===== src/rtl/uart_rx_fifo_if.sv =====
// Bundle between a UART receiver, the RX FIFO and the bus side that drains it.
// The FIFO binds to the slave modport; the producer/consumer side uses master.
interface uart_rx_fifo_if #(
  parameter int unsigned DEPTH = 8
);
  localparam int unsigned AW = $clog2(DEPTH);

  logic          rx_dv_i;
  logic [7:0]    rx_byte_i;
  logic          rd_en_i;
  logic [7:0]    rdata_o;
  logic          empty_o;
  logic          full_o;
  logic [AW:0]   level_o;
  logic [AW:0]   watermark_i;
  logic          wm_irq_o;
  logic          ovf_o;
  logic          ovf_clr_i;
  logic          fifo_clr_i;
  logic [15:0]   timeout_i;
  logic          to_irq_o;

  modport master (
    output rx_dv_i, rx_byte_i, rd_en_i, watermark_i, ovf_clr_i, fifo_clr_i, timeout_i,
    input  rdata_o, empty_o, full_o, level_o, wm_irq_o, ovf_o, to_irq_o
  );

  modport slave (
    input  rx_dv_i, rx_byte_i, rd_en_i, watermark_i, ovf_clr_i, fifo_clr_i, timeout_i,
    output rdata_o, empty_o, full_o, level_o, wm_irq_o, ovf_o, to_irq_o
  );
endinterface


===== src/rtl/uart_rx_fifo.sv =====
// First-word fall-through receive FIFO for a UART, with watermark and
// idle-timeout interrupts and a sticky overflow flag.
module uart_rx_fifo #(
  parameter int unsigned DEPTH = 8
) (
  input  logic           clk_i,
  input  logic           rst_i,
  uart_rx_fifo_if.slave  bus
);
  localparam int unsigned AW = $clog2(DEPTH);

  logic [7:0]    mem_q [DEPTH];
  logic [7:0]    mem_d [DEPTH];
  logic [AW-1:0] wr_ptr_q, wr_ptr_d;
  logic [AW-1:0] rd_ptr_q, rd_ptr_d;
  logic [AW:0]   level_q, level_d;
  logic          ovf_q, ovf_d;
  logic [15:0]   to_cnt_q, to_cnt_d;

  logic empty, full, flush, push_acc, pop_acc;

  assign empty = (level_q == '0);
  assign full  = (level_q == (AW+1)'(DEPTH));

  always_comb begin
    flush    = bus.fifo_clr_i;
    pop_acc  = bus.rd_en_i && !empty && !flush;
    push_acc = bus.rx_dv_i && (!full || pop_acc) && !flush;

    mem_d    = mem_q;
    wr_ptr_d = wr_ptr_q;
    rd_ptr_d = rd_ptr_q;
    level_d  = level_q;
    ovf_d    = ovf_q;
    to_cnt_d = to_cnt_q;

    if (flush) begin
      wr_ptr_d = '0;
      rd_ptr_d = '0;
      level_d  = '0;
    end else begin
      if (push_acc) begin
        mem_d[wr_ptr_q] = bus.rx_byte_i;
        wr_ptr_d        = wr_ptr_q + AW'(1);
      end
      if (pop_acc) begin
        rd_ptr_d = rd_ptr_q + AW'(1);
      end
      if (push_acc && !pop_acc) begin
        level_d = level_q + (AW+1)'(1);
      end else if (pop_acc && !push_acc) begin
        level_d = level_q - (AW+1)'(1);
      end
    end

    // A dropped byte sets the flag even if a clear arrives in the same cycle
    if (bus.rx_dv_i && full && !pop_acc && !flush) begin
      ovf_d = 1'b1;
    end else if (bus.ovf_clr_i) begin
      ovf_d = 1'b0;
    end

    // Saturating compare also clamps the count when the threshold is lowered
    if (flush || push_acc || pop_acc || empty) begin
      to_cnt_d = '0;
    end else if (to_cnt_q >= bus.timeout_i) begin
      to_cnt_d = bus.timeout_i;
    end else begin
      to_cnt_d = to_cnt_q + 16'd1;
    end
  end

  always_ff @(posedge clk_i or posedge rst_i) begin
    if (rst_i) begin
      wr_ptr_q <= '0;
      rd_ptr_q <= '0;
      level_q  <= '0;
      ovf_q    <= 1'b0;
      to_cnt_q <= '0;
    end else begin
      wr_ptr_q <= wr_ptr_d;
      rd_ptr_q <= rd_ptr_d;
      level_q  <= level_d;
      ovf_q    <= ovf_d;
      to_cnt_q <= to_cnt_d;
    end
  end

  // Storage is never reset; rdata is masked while empty so stale entries never leak
  always_ff @(posedge clk_i) begin
    mem_q <= mem_d;
  end

  assign bus.rdata_o  = empty ? '0 : mem_q[rd_ptr_q];
  assign bus.empty_o  = empty;
  assign bus.full_o   = full;
  assign bus.level_o  = level_q;
  assign bus.wm_irq_o = (bus.watermark_i != '0) && (level_q >= bus.watermark_i);
  assign bus.ovf_o    = ovf_q;
  assign bus.to_irq_o = (bus.timeout_i != '0) && !empty && (to_cnt_q == bus.timeout_i);
endmodule


===== src/flat_wrapper.sv =====
// flat-port wrapper written by rule: the top's interface ports become plain ports
module uart_rx_fifo_flat 
#(
  parameter int unsigned DEPTH = 8
)
  (clk_i, rst_i, bus_rx_dv_i, bus_rx_byte_i, bus_rd_en_i, bus_watermark_i, bus_ovf_clr_i, bus_fifo_clr_i, bus_timeout_i, bus_rdata_o, bus_empty_o, bus_full_o, bus_level_o, bus_wm_irq_o, bus_ovf_o, bus_to_irq_o);
  uart_rx_fifo_if #(.DEPTH(DEPTH)) bus_i ();
  input  logic clk_i;
  input  logic rst_i;
  input wire logic [$bits(bus_i.rx_dv_i)-1:0] bus_rx_dv_i;
  input wire logic [$bits(bus_i.rx_byte_i)-1:0] bus_rx_byte_i;
  input wire logic [$bits(bus_i.rd_en_i)-1:0] bus_rd_en_i;
  input wire logic [$bits(bus_i.watermark_i)-1:0] bus_watermark_i;
  input wire logic [$bits(bus_i.ovf_clr_i)-1:0] bus_ovf_clr_i;
  input wire logic [$bits(bus_i.fifo_clr_i)-1:0] bus_fifo_clr_i;
  input wire logic [$bits(bus_i.timeout_i)-1:0] bus_timeout_i;
  output wire logic [$bits(bus_i.rdata_o)-1:0] bus_rdata_o;
  output wire logic [$bits(bus_i.empty_o)-1:0] bus_empty_o;
  output wire logic [$bits(bus_i.full_o)-1:0] bus_full_o;
  output wire logic [$bits(bus_i.level_o)-1:0] bus_level_o;
  output wire logic [$bits(bus_i.wm_irq_o)-1:0] bus_wm_irq_o;
  output wire logic [$bits(bus_i.ovf_o)-1:0] bus_ovf_o;
  output wire logic [$bits(bus_i.to_irq_o)-1:0] bus_to_irq_o;
  assign bus_i.rx_dv_i = bus_rx_dv_i;
  assign bus_i.rx_byte_i = bus_rx_byte_i;
  assign bus_i.rd_en_i = bus_rd_en_i;
  assign bus_i.watermark_i = bus_watermark_i;
  assign bus_i.ovf_clr_i = bus_ovf_clr_i;
  assign bus_i.fifo_clr_i = bus_fifo_clr_i;
  assign bus_i.timeout_i = bus_timeout_i;
  assign bus_rdata_o = bus_i.rdata_o;
  assign bus_empty_o = bus_i.empty_o;
  assign bus_full_o = bus_i.full_o;
  assign bus_level_o = bus_i.level_o;
  assign bus_wm_irq_o = bus_i.wm_irq_o;
  assign bus_ovf_o = bus_i.ovf_o;
  assign bus_to_irq_o = bus_i.to_irq_o;
  uart_rx_fifo #(.DEPTH(DEPTH)) u_core (.clk_i(clk_i), .rst_i(rst_i), .bus(bus_i));
endmodule

===== config.mk =====
export PLATFORM = sky130hd
export DESIGN_NAME = uart_rx_fifo_flat
export DESIGN_NICKNAME = d
export VERILOG_FILES = /design/src/rtl/uart_rx_fifo_if.sv /design/src/rtl/uart_rx_fifo.sv /design/src/flat_wrapper.sv
export SDC_FILE = /design/constraint.sdc
export NUM_CORES = 1
export LEC_CHECK = 0
export CORE_UTILIZATION = 57
export CTS_CLUSTER_DIAMETER = 60
export CTS_CLUSTER_SIZE = 16
export DETAILED_ROUTE_END_ITERATION = 10
export GPL_ROUTABILITY_DRIVEN = 0
export PLACE_DENSITY = 0.89
export SYNTH_ARGS = -nofsm -noshare
export SYNTH_HDL_FRONTEND = slang
export SYNTH_SLANG_ARGS = --single-unit

===== constraint.sdc =====
create_clock -name clk_i -period 2.8 [get_ports clk_i]
set_input_delay 0.56 -clock clk_i [delete_from_list [all_inputs] [get_ports clk_i]]
set_output_delay 0.56 -clock clk_i [all_outputs]
set_load 0.01 [all_outputs]

## Word-level counts from Yosys, hierarchy flattened

Cells that the tools add are included.

| word-level totals | value |
|---|---|
| logic and storage cells | 76 |
| input port bits | 34 |
| output and inout port bits | 17 |
| register bits | 91 |

| operators by class | value |
|---|---|
| equality and inequality tests | 2 |
| add/subtract/negate cells | 5 |
| multiplexer cells | 18 |
| bitwise logic cells | 3 |
| reductions and logical operators | 30 |
| order comparisons | 5 |

Operators by type and width:

| cell | number |
|---|---|
| bitwise mux 64 bit | 1 |
| 2-to-1 mux 16 bit | 2 |
| 2-to-1 mux 8 bit | 4 |
| binary-select mux 8 bit (select 3 bit) | 1 |
| demux 8 bit (select 3 bit) | 1 |
| adder 16 x 1 -> 16 bit, second input constant | 1 |
| == test 16 bit | 1 |
| greater-or-equal comparator 16 bit | 1 |
| nonzero test 16 bit | 1 |
| logical AND 1 bit | 13 |
| 2-to-1 mux 3 bit | 4 |
| 2-to-1 mux 4 bit | 3 |
| greater-or-equal comparator 4 bit, second input constant | 2 |
| inverter 3 -> 4 bit | 2 |
| adder 3 x 1 -> 3 bit, second input constant | 2 |
| nonzero test 2 bit | 3 |
| zero test 1 bit | 5 |
| adder 4 x 1 -> 4 bit, second input constant | 1 |
| == test 4 bit, second input constant | 1 |
| greater-or-equal comparator 4 bit | 1 |
| zero test 4 bit | 1 |
| logical OR 1 bit | 4 |
| less-than comparator 4 x 1 -> 1 bit, second input constant | 1 |
| nonzero test 4 bit | 1 |
| other kinds (5) | 6 |

## Logic depth before layout (Yosys ltp)

Gate-level depths: netlist of run 1.

| logic depth | value |
|---|---|
| depth after elaboration | 12 |
| depth in mapped cells | 9 |
| gate-level depth less buffers | 8 |

## Least setup slack after synthesis of run 1

Ideal clock, no wire load.

| timing path | value |
|---|---|
| path kind | input to output |
| start point | input bus_timeout_i[15] |
| end point | output bus_to_irq_o |
| stages | 6 |
| arrival | 1.784 ns |
| data required time | 2.240 ns |
| path slack | 0.456 ns |
| path buffers | 0 |
| cells stage by stage | inv_1 ha_1 nand4_4 nor4_4 nand2_1 nor3_1 |

| on the way | value |
|---|---|
| cells in the longest elaborated chain, start to end | 3 |

Ends and longest elaborated chain:

| element | line | text |
|---|---|---|
| from (decl) | flat_wrapper.sv:16 | `input wire logic [$bits(bus_i.timeout_i)-1:0] bus_timeout_i;` |
| nonzero test 16 bit | uart_rx_fifo.sv:100 | `assign bus.to_irq_o = (bus.timeout_i != '0) && !empty && (to_cnt_q == bus.timeout_i);` |
| logical AND 1 bit | uart_rx_fifo.sv:100 |  |
| logical AND 1 bit * | uart_rx_fifo.sv:100 |  |
| to (decl) | flat_wrapper.sv:23 | `output wire logic [$bits(bus_i.to_irq_o)-1:0] bus_to_irq_o;` |

Mark *: on every way between the ends. The rest lies on a longest branch, timed or not.

## Worst setup path in the final report of run 1

| timing path | value |
|---|---|
| start point | input bus_timeout_i[9] |
| end point | output bus_to_irq_o |

Same word-level chain as after synthesis.

==> impl_metrics.csv, run 1 <==
group,metric,value,unit
worst_setup_path,crit_arrival,2270,ps
clock_tree,clockRootBuffer,"clkbuf_8",
die,rows,32,
status,status,"complete, but fails checks",
worst_setup_path,critPathMaxFanout,2,
worst_setup_path,worst_r2r_path_depth,9,
placement,io_buffer_count,50,
routing,first_iter_violations,232,
worst_setup_path,end_kind,"primary output",
timing,worst_pin_slew,910,ps
worst_setup_path,worst-setup-path-type,"in -> out",
timing,clock-skew-final,14.9,ps
routing,routed_via_density,6.04,
status,violations,"setup timing",
yosys,synth_edf_count,64,
final_layout,layout.nets,510,
pwr,vdd_drop_max,0.538,mV
die,die_h,93.3,um
final_layout,diodes,0,
grt,grt_max_degree,28,
timing,holdWs,550,ps
routing,route.detailed.drc,0,
timing,tns,-25.8,ps
timing,fin_ws,-25.8,ps
timing,setup_violations,1,
clock_tree,clk_path_buf_depth,2,
worst_setup_path,cp-start-kind,"primary input",
final_layout,area_growth,26.8,%
pwr,finalPower,4.11,mW
yosys,synthesis.instances,356,
clock_tree,cts_max_level,3,
clock_tree,cts_made_buffers,9,
die,die_w,93.3,um
worst_setup_path,reg2reg_slack,420,ps
grt,grt_pass1_wl,16700,um
timing,layout_min_cycle_time,2830,ps
placement,dp_slack,-497,ps
grt,track_usage,26.1,%
routing,drtPass1Iterations,5,
clock_tree,cts_sinks,91,
routing,wl_per_cell,20.1,um
clock_tree,clkTransAtPathRegs,100,ps
worst_setup_path,crit_chain,"clkdlybuf4s50_1, inv_1, ha_4, nand4_1, nor4_4, nand2_1, nor3_2, buf_2",
final_layout,drive_gt1_share,25.9,%
clock_tree,cts_hold_buf,0,
run,max_cap_viol_count,0,
yosys,ys_seq_area_share,54.7,%
timing,min_period_over_period,101,%
worst_setup_path,crit_required,2240,ps
pwr,p_leak,2.43,nW
clock_tree,cts_tree,"built",
grt,antenna_found_initial,0,
routing,num_vias,3364,
placement,hpwl,7280,um
yosys,synth_area,4750,um2
routing,drt_wl_total,11200,um
pwr,power_density,683,nW/um2
yosys,yosys_register_bits,91,
worst_setup_path,crit_slowest_cell,"clkdlybuf4s50_1",
die,ios,51,
yosys,yosysUniqueCellTypes,47,
yosys,synthFlopType,"edfxtp_1",
timing,rsz0062_at_grt,"yes",
timing,slew_headroom,39.1,%
timing,finalHoldViolCount,0,
yosys,synth.net_count,416,
grt,grt_pass1_vias,3411,
clock_tree,clock_latency,370,ps
grt,grt_overflow,0,
die,start_util,60.2,%
routing,ant_nets,0,
worst_setup_path,critical-path-max-stage-delay,500,ps
timing,fmax,0.354,GHz
yosys,synth_area_per_cell,13.3,um2
min_path,hold_path_class,"in -> async",
yosys,yosysWarnings,0,
timing,slew_violations,0,
die,core_area,7890,um2
die,die-area,8700,um2
yosys,synthArstFlopShare,29.7,%
-- path summary, 6_finish.rpt --
path	from	endpoint
max in group asynchronous	rst_i	u_core.rd_ptr_q[0]
hold reg to reg	u_core.bus.ovf_o	u_core.bus.ovf_o
setup reg to reg	u_core.bus.level_o[1]	u_core.bus.level_o[3]
min in group clk_i	u_core.bus.ovf_o	u_core.bus.ovf_o
setup / recovery	bus_timeout_i[9]	bus_to_irq_o
hold / removal	rst_i	u_core.to_cnt_q[10]
-- cells by family after synthesis --
group / count (synthesis) / synth area share (%)
simple gates: 91 / 11.0
flops: 91 / 54.7
compound gates: 58 / 9.80
buf+inv: 43 / 3.98
mux: 26 / 9.69
fa+ha+maj: 26 / 7.01
xor+xnor: 21 / 3.87
-- repair_timing --
item | 4_1_cts | 5_1_grt
pin swaps | 2 | 5
endpoints found under the setup margin | 11 | 11
buffers inserted | 1 | 4
gates cloned | 0 | 1
resized for setup | 9 | 22
-- metrics by stage --
stage | area [um2] | utilization (%) | std cells
after global placement | 5630 | 71.4 | 535
final | 6020 | 76.4 | 557
after floorplan | 4750 | - | 356
after CTS | 5870 | 74.5 | 552
after detailed placement | 5630 | 71.4 | 535
after global routing | 6020 | 76.4 | 557
-- power by group --
part	internal [mW]	total, mW	leakage (nW)	switching [mW]
Clock	0.438	0.947	0.109	0.510
Sequential	1.52	1.58	0.946	0.0668
Combinational	0.817	1.58	1.37	0.764
Total	2.77	4.11	2.43	1.34
-- state kept, by name (all words and copies together), names as in the netlist --
signal / count
u_core.bus.level_o: 4
u_core.bus.ovf_o: 1
u_core.mem_q: 64
u_core.rd_ptr_q: 3
u_core.to_cnt_q: 16
u_core.wr_ptr_q: 3
-- synthesized netlist by cell type (10+ instances only) --
master	count	area (um2)
nor2_1	28	105
nand4_1	10	62.6
a31oi_1	14	87.6
nand2_1	11	41.3
mux4_2	16	360
a21oi_1	12	60.1
nand3_1	10	50.1
ha_1	25	313
xor2_1	13	114
dfrtp_1	27	676
a211oi_2	10	125
edfxtp_1	64	1920
inv_1	27	101
mux2i_1	10	100
-- layout by cell type (no fill, tap or decap), types with 11 or more instances in the layout --
cell / instances
mux4_2: 16
inv_1: 26
clkdlybuf4s50_1: 38
xor2_1: 13
buf_4: 45
dfrtp_1: 25
a31oi_1: 14
ha_1: 19
edfxtp_1: 64
nor2_1: 28
a21oi_1: 11
-- routing by layer --
metal  wire (um)  global-route usage [%]
met5           0                       0
met1        4500                    33.8
met3         688                    5.53
met4         353                    12.7
met2        5630                    41.9
-- worst max-delay path: cells and delay by family --
family / cells / cell delay, ps
buffers and inverters: 3 / 730
and+or+nand+nor: 4 / 700
adders and majority gates: 1 / 260
-- area by class of cell --
type / instances / area (um2)
flip-flops and latches: 91 / 2600
multi-input cells: 222 / 2050
fillers: 455 / 1860
repair buffers: 98 / 918
well taps: 102 / 128
clock buffers: 9 / 124
inverters: 28 / 108
clock inverters: 7 / 92.6
No activity file was read; power rests on OpenSTA's default activity.
==> inputs of run 2 (changes only) <==
--- a/config.mk
+++ b/config.mk
@@ -10,7 +10,8 @@
 export CTS_CLUSTER_SIZE = 16
 export DETAILED_ROUTE_END_ITERATION = 10
 export GPL_ROUTABILITY_DRIVEN = 0
-export PLACE_DENSITY = 0.89
+export PLACE_DENSITY = 0.8
+export RECOVER_POWER = 100
 export SYNTH_ARGS = -nofsm -noshare
 export SYNTH_HDL_FRONTEND = slang
 export SYNTH_SLANG_ARGS = --single-unit
==> run 2 against run 1 <==
Effect of this change:
- the flow finishes with violations (capacitance limit, slew limit)
- global-route usage grew 0.33 points
- non-clock buffer count grew 2
- sequential share of layout area increased by 0.93 points
- critical endpoint is now u_core.to_cnt_q[8]
- highest routed layer unchanged
==> impl_metrics.csv, run 2 (synthesis results as in run 1) <==
group,metric,value,unit
routing,drt_wl_total,11000,um
routing,route.detailed.drc,0,
pwr,p_leak,2.38,nW
pwr,p_clk_share,21.6,%
worst_setup_path,worst-setup-path-type,"in -> reg",
pwr,cell_internal_pwr,2.66,mW
final_layout,largest_reg_flops,64,
pwr,p_sw_share,33.1,%
final_layout,multi_input_area,1950,um2
final_layout,mostFrequentLayoutCells,"edfxtp_1, buf_4, nor2_1",
final_layout,drive_gt1_share,20.6,%
min_path,hp-start,"u_core.bus.ovf_o",
worst_setup_path,cp-start-kind,"primary input",
run,max_cap_viol_count,1,
worst_setup_path,end_kind,"flop",
clock_tree,cts_max_level,3,
min_path,worst_hold_path.num_cells,2,
final_layout,largest-register,"u_core.mem_q",
timing,holdWs,584,ps
clock_tree,clkTransAtPathRegs,100,ps
routing,routed_via_density,6.12,
placement,io_buffer_count,50,
grt,grt_max_degree,28,
placement,dpl-instance-area,5650,um2
grt,grt_pass1_vias,3468,
final_layout,fin_area,5890,um2
timing,finalHoldViolCount,0,
worst_setup_path,crit_required,3030,ps
final_layout,nFillCells,495,
clock_tree,clockRootBuffer,"clkbuf_8",
pwr,pwr-share-comb,38.5,%
final_layout,diodes,0,
timing,slew_headroom,-4.58,%
die,die_w,93.3,um
die,core_area,7890,um2
pwr,finalPower,3.97,mW
final_layout,layout_commonest_cell,"edfxtp_1",
grt,grt_pass1_wl,16900,um
timing,slew_violations,28,
die,ios,51,
worst_setup_path,crit_arrival,2940,ps
final_layout,layout.nets,512,
routing,wl_per_cell,19.7,um
final_layout,regArea,2600,um2
die,rows,32,
final_layout,area_growth,24.1,%
routing,first_iter_violations,390,
clock_tree,clock_latency,370,ps
routing,ant_nets,0,
final_layout,post-route-util,74.7,%
die,die-area,8700,um2
timing,clock-skew-final,11.5,ps
timing,worst_pin_slew,1570,ps
clock_tree,cts_tree,"built",
pwr,power_density,674,nW/um2
pwr,switchingPower,1.31,mW
worst_setup_path,reg2reg_to,"u_core.to_cnt_q[8]",
clock_tree,cts_hold_buf,0,
die,die_h,93.3,um
min_path,holdPathEnd,"u_core.bus.ovf_o",
worst_setup_path,critPathMaxFanout,14,
clock_tree,cts_sinks,91,
timing,min_period_over_period,96.8,%
status,violations,"capacitance limit, slew limit",
pwr,sequentialPowerShare,39.9,%
clock_tree,clk_path_buf_depth,2,
timing,layout_min_cycle_time,2710,ps
die,start_util,60.2,%
grt,grt_overflow,0,
pwr,vdd_drop_max,0.458,mV
timing,fmax,0.369,GHz
min_path,hold_path_class,"reg -> reg",
routing,drtPass1Iterations,5,
timing,setup_violations,0,
worst_setup_path,worstReg2RegStart,"u_core.to_cnt_q[9]",
grt,track_usage,26.4,%
grt,antenna_found_initial,0,
worst_setup_path,reg2reg_slack,360,ps
clock_tree,cts_made_buffers,9,
worst_setup_path,worst_r2r_path_depth,9,
placement,hpwl,7180,um
status,status,"complete, but fails checks",
routing,num_vias,3422,
-- run 2: cell types whose count changed in the layout (fill, tap and decap cells not counted), moves of 5 or more --
cell,before,now
clkdlybuf4s50_1,38,20
dlygate4sd2_1,0,5
clkbuf_1,0,9
a211oi_1,5,13
a211oi_2,10,2
dlygate4sd3_1,0,16
buf_4,45,34
-- run 2: metal layers --
| metal | routed length [um] | vias up | track usage (%) |
|---|---|---|---|
| li1 | - | 1547 | - |
| met3 | 724 | 32 | 6.50 |
| met4 | 275 | 0 | 9.49 |
| met1 | 4440 | 1688 | 33.7 |
| met5 | 0 | - | 0 |
| met2 | 5570 | 155 | 44.0 |
-- run 2: what timing repair did --
| item | 4_1_cts | 5_1_grt |
|---|---|---|
| setup buffers | 2 | 6 |
| setup endpoints to repair | 11 | 5 |
| gates cloned | 1 | 0 |
| pin swaps | 2 | 4 |
| gates resized for setup | 16 | 14 |
-- run 2: through the flow --
stage,instances,setup TNS [ps],worst slack [ps]
detailed placement,534,-2170,-473
floorplan,356,0,456
global placement,534,-1100,-427
finish,559,0,88.3
global route,559,-0.178,-0.178
CTS,553,0,6.97
-- run 2: critical path: stages --
cell and delay [ps]:
clkdlybuf4s50_1 470, inv_1 50, ha_1 330, clkbuf_4 150, a21oi_1 150, nand2_1 130
a221o_1 410, nor3_1 360, buf_12 200, a211oi_1 110
-- run 2: area by class of cell --
| type | instances | area share (%) |
|---|---|---|
| well taps | 102 | 2.17 |
| flip-flops and latches | 91 | 44.1 |
| multi-input cells | 222 | 33.1 |
| repair buffers | 100 | 15.5 |
| clock inverters | 7 | 1.13 |
| clock buffers | 9 | 2.10 |
| inverters | 28 | 1.83 |
-- run 2: worst max path at each step --
stage,depth (start not counted),to,start,slack [ps]
2_1_floorplan,6,bus_to_irq_o,bus_timeout_i[15],460
3_3_place_gp,8,bus_to_irq_o,bus_timeout_i[9],-430
3_5_place_dp,8,bus_to_irq_o,bus_timeout_i[11],-470
4_1_cts,5,bus_rdata_o[3],u_core.rd_ptr_q[0],7
5_1_grt,8,bus_to_irq_o,bus_timeout_i[5],-0.2
6_report,10,u_core.to_cnt_q[8],bus_timeout_i[14],90
-- run 2: power by group through the flow --
| stage | clock [mW] | combinational [mW] | sequential [mW] |
|---|---|---|---|
| 3_3_place_gp | 0 | 1.44 | 1.59 |
| 3_5_place_dp | 0 | 1.47 | 1.60 |
| 5_1_grt | 0.927 | 1.66 | 1.59 |
| 6_report | 0.859 | 1.53 | 1.58 |
| 2_1_floorplan | 0 | 0.846 | 1.62 |
| 4_1_cts | 0.873 | 1.53 | 1.58 |
==> inputs of run 3 (changes only) <==
--- a/config.mk
+++ b/config.mk
@@ -7,7 +7,6 @@
 export LEC_CHECK = 0
 export CORE_UTILIZATION = 57
 export CTS_CLUSTER_DIAMETER = 60
-export CTS_CLUSTER_SIZE = 16
 export DETAILED_ROUTE_END_ITERATION = 10
 export GPL_ROUTABILITY_DRIVEN = 0
 export PLACE_DENSITY = 0.8
==> results of run 3 <==
The final DEF is identical to that of run 2; final timing and power are the same.
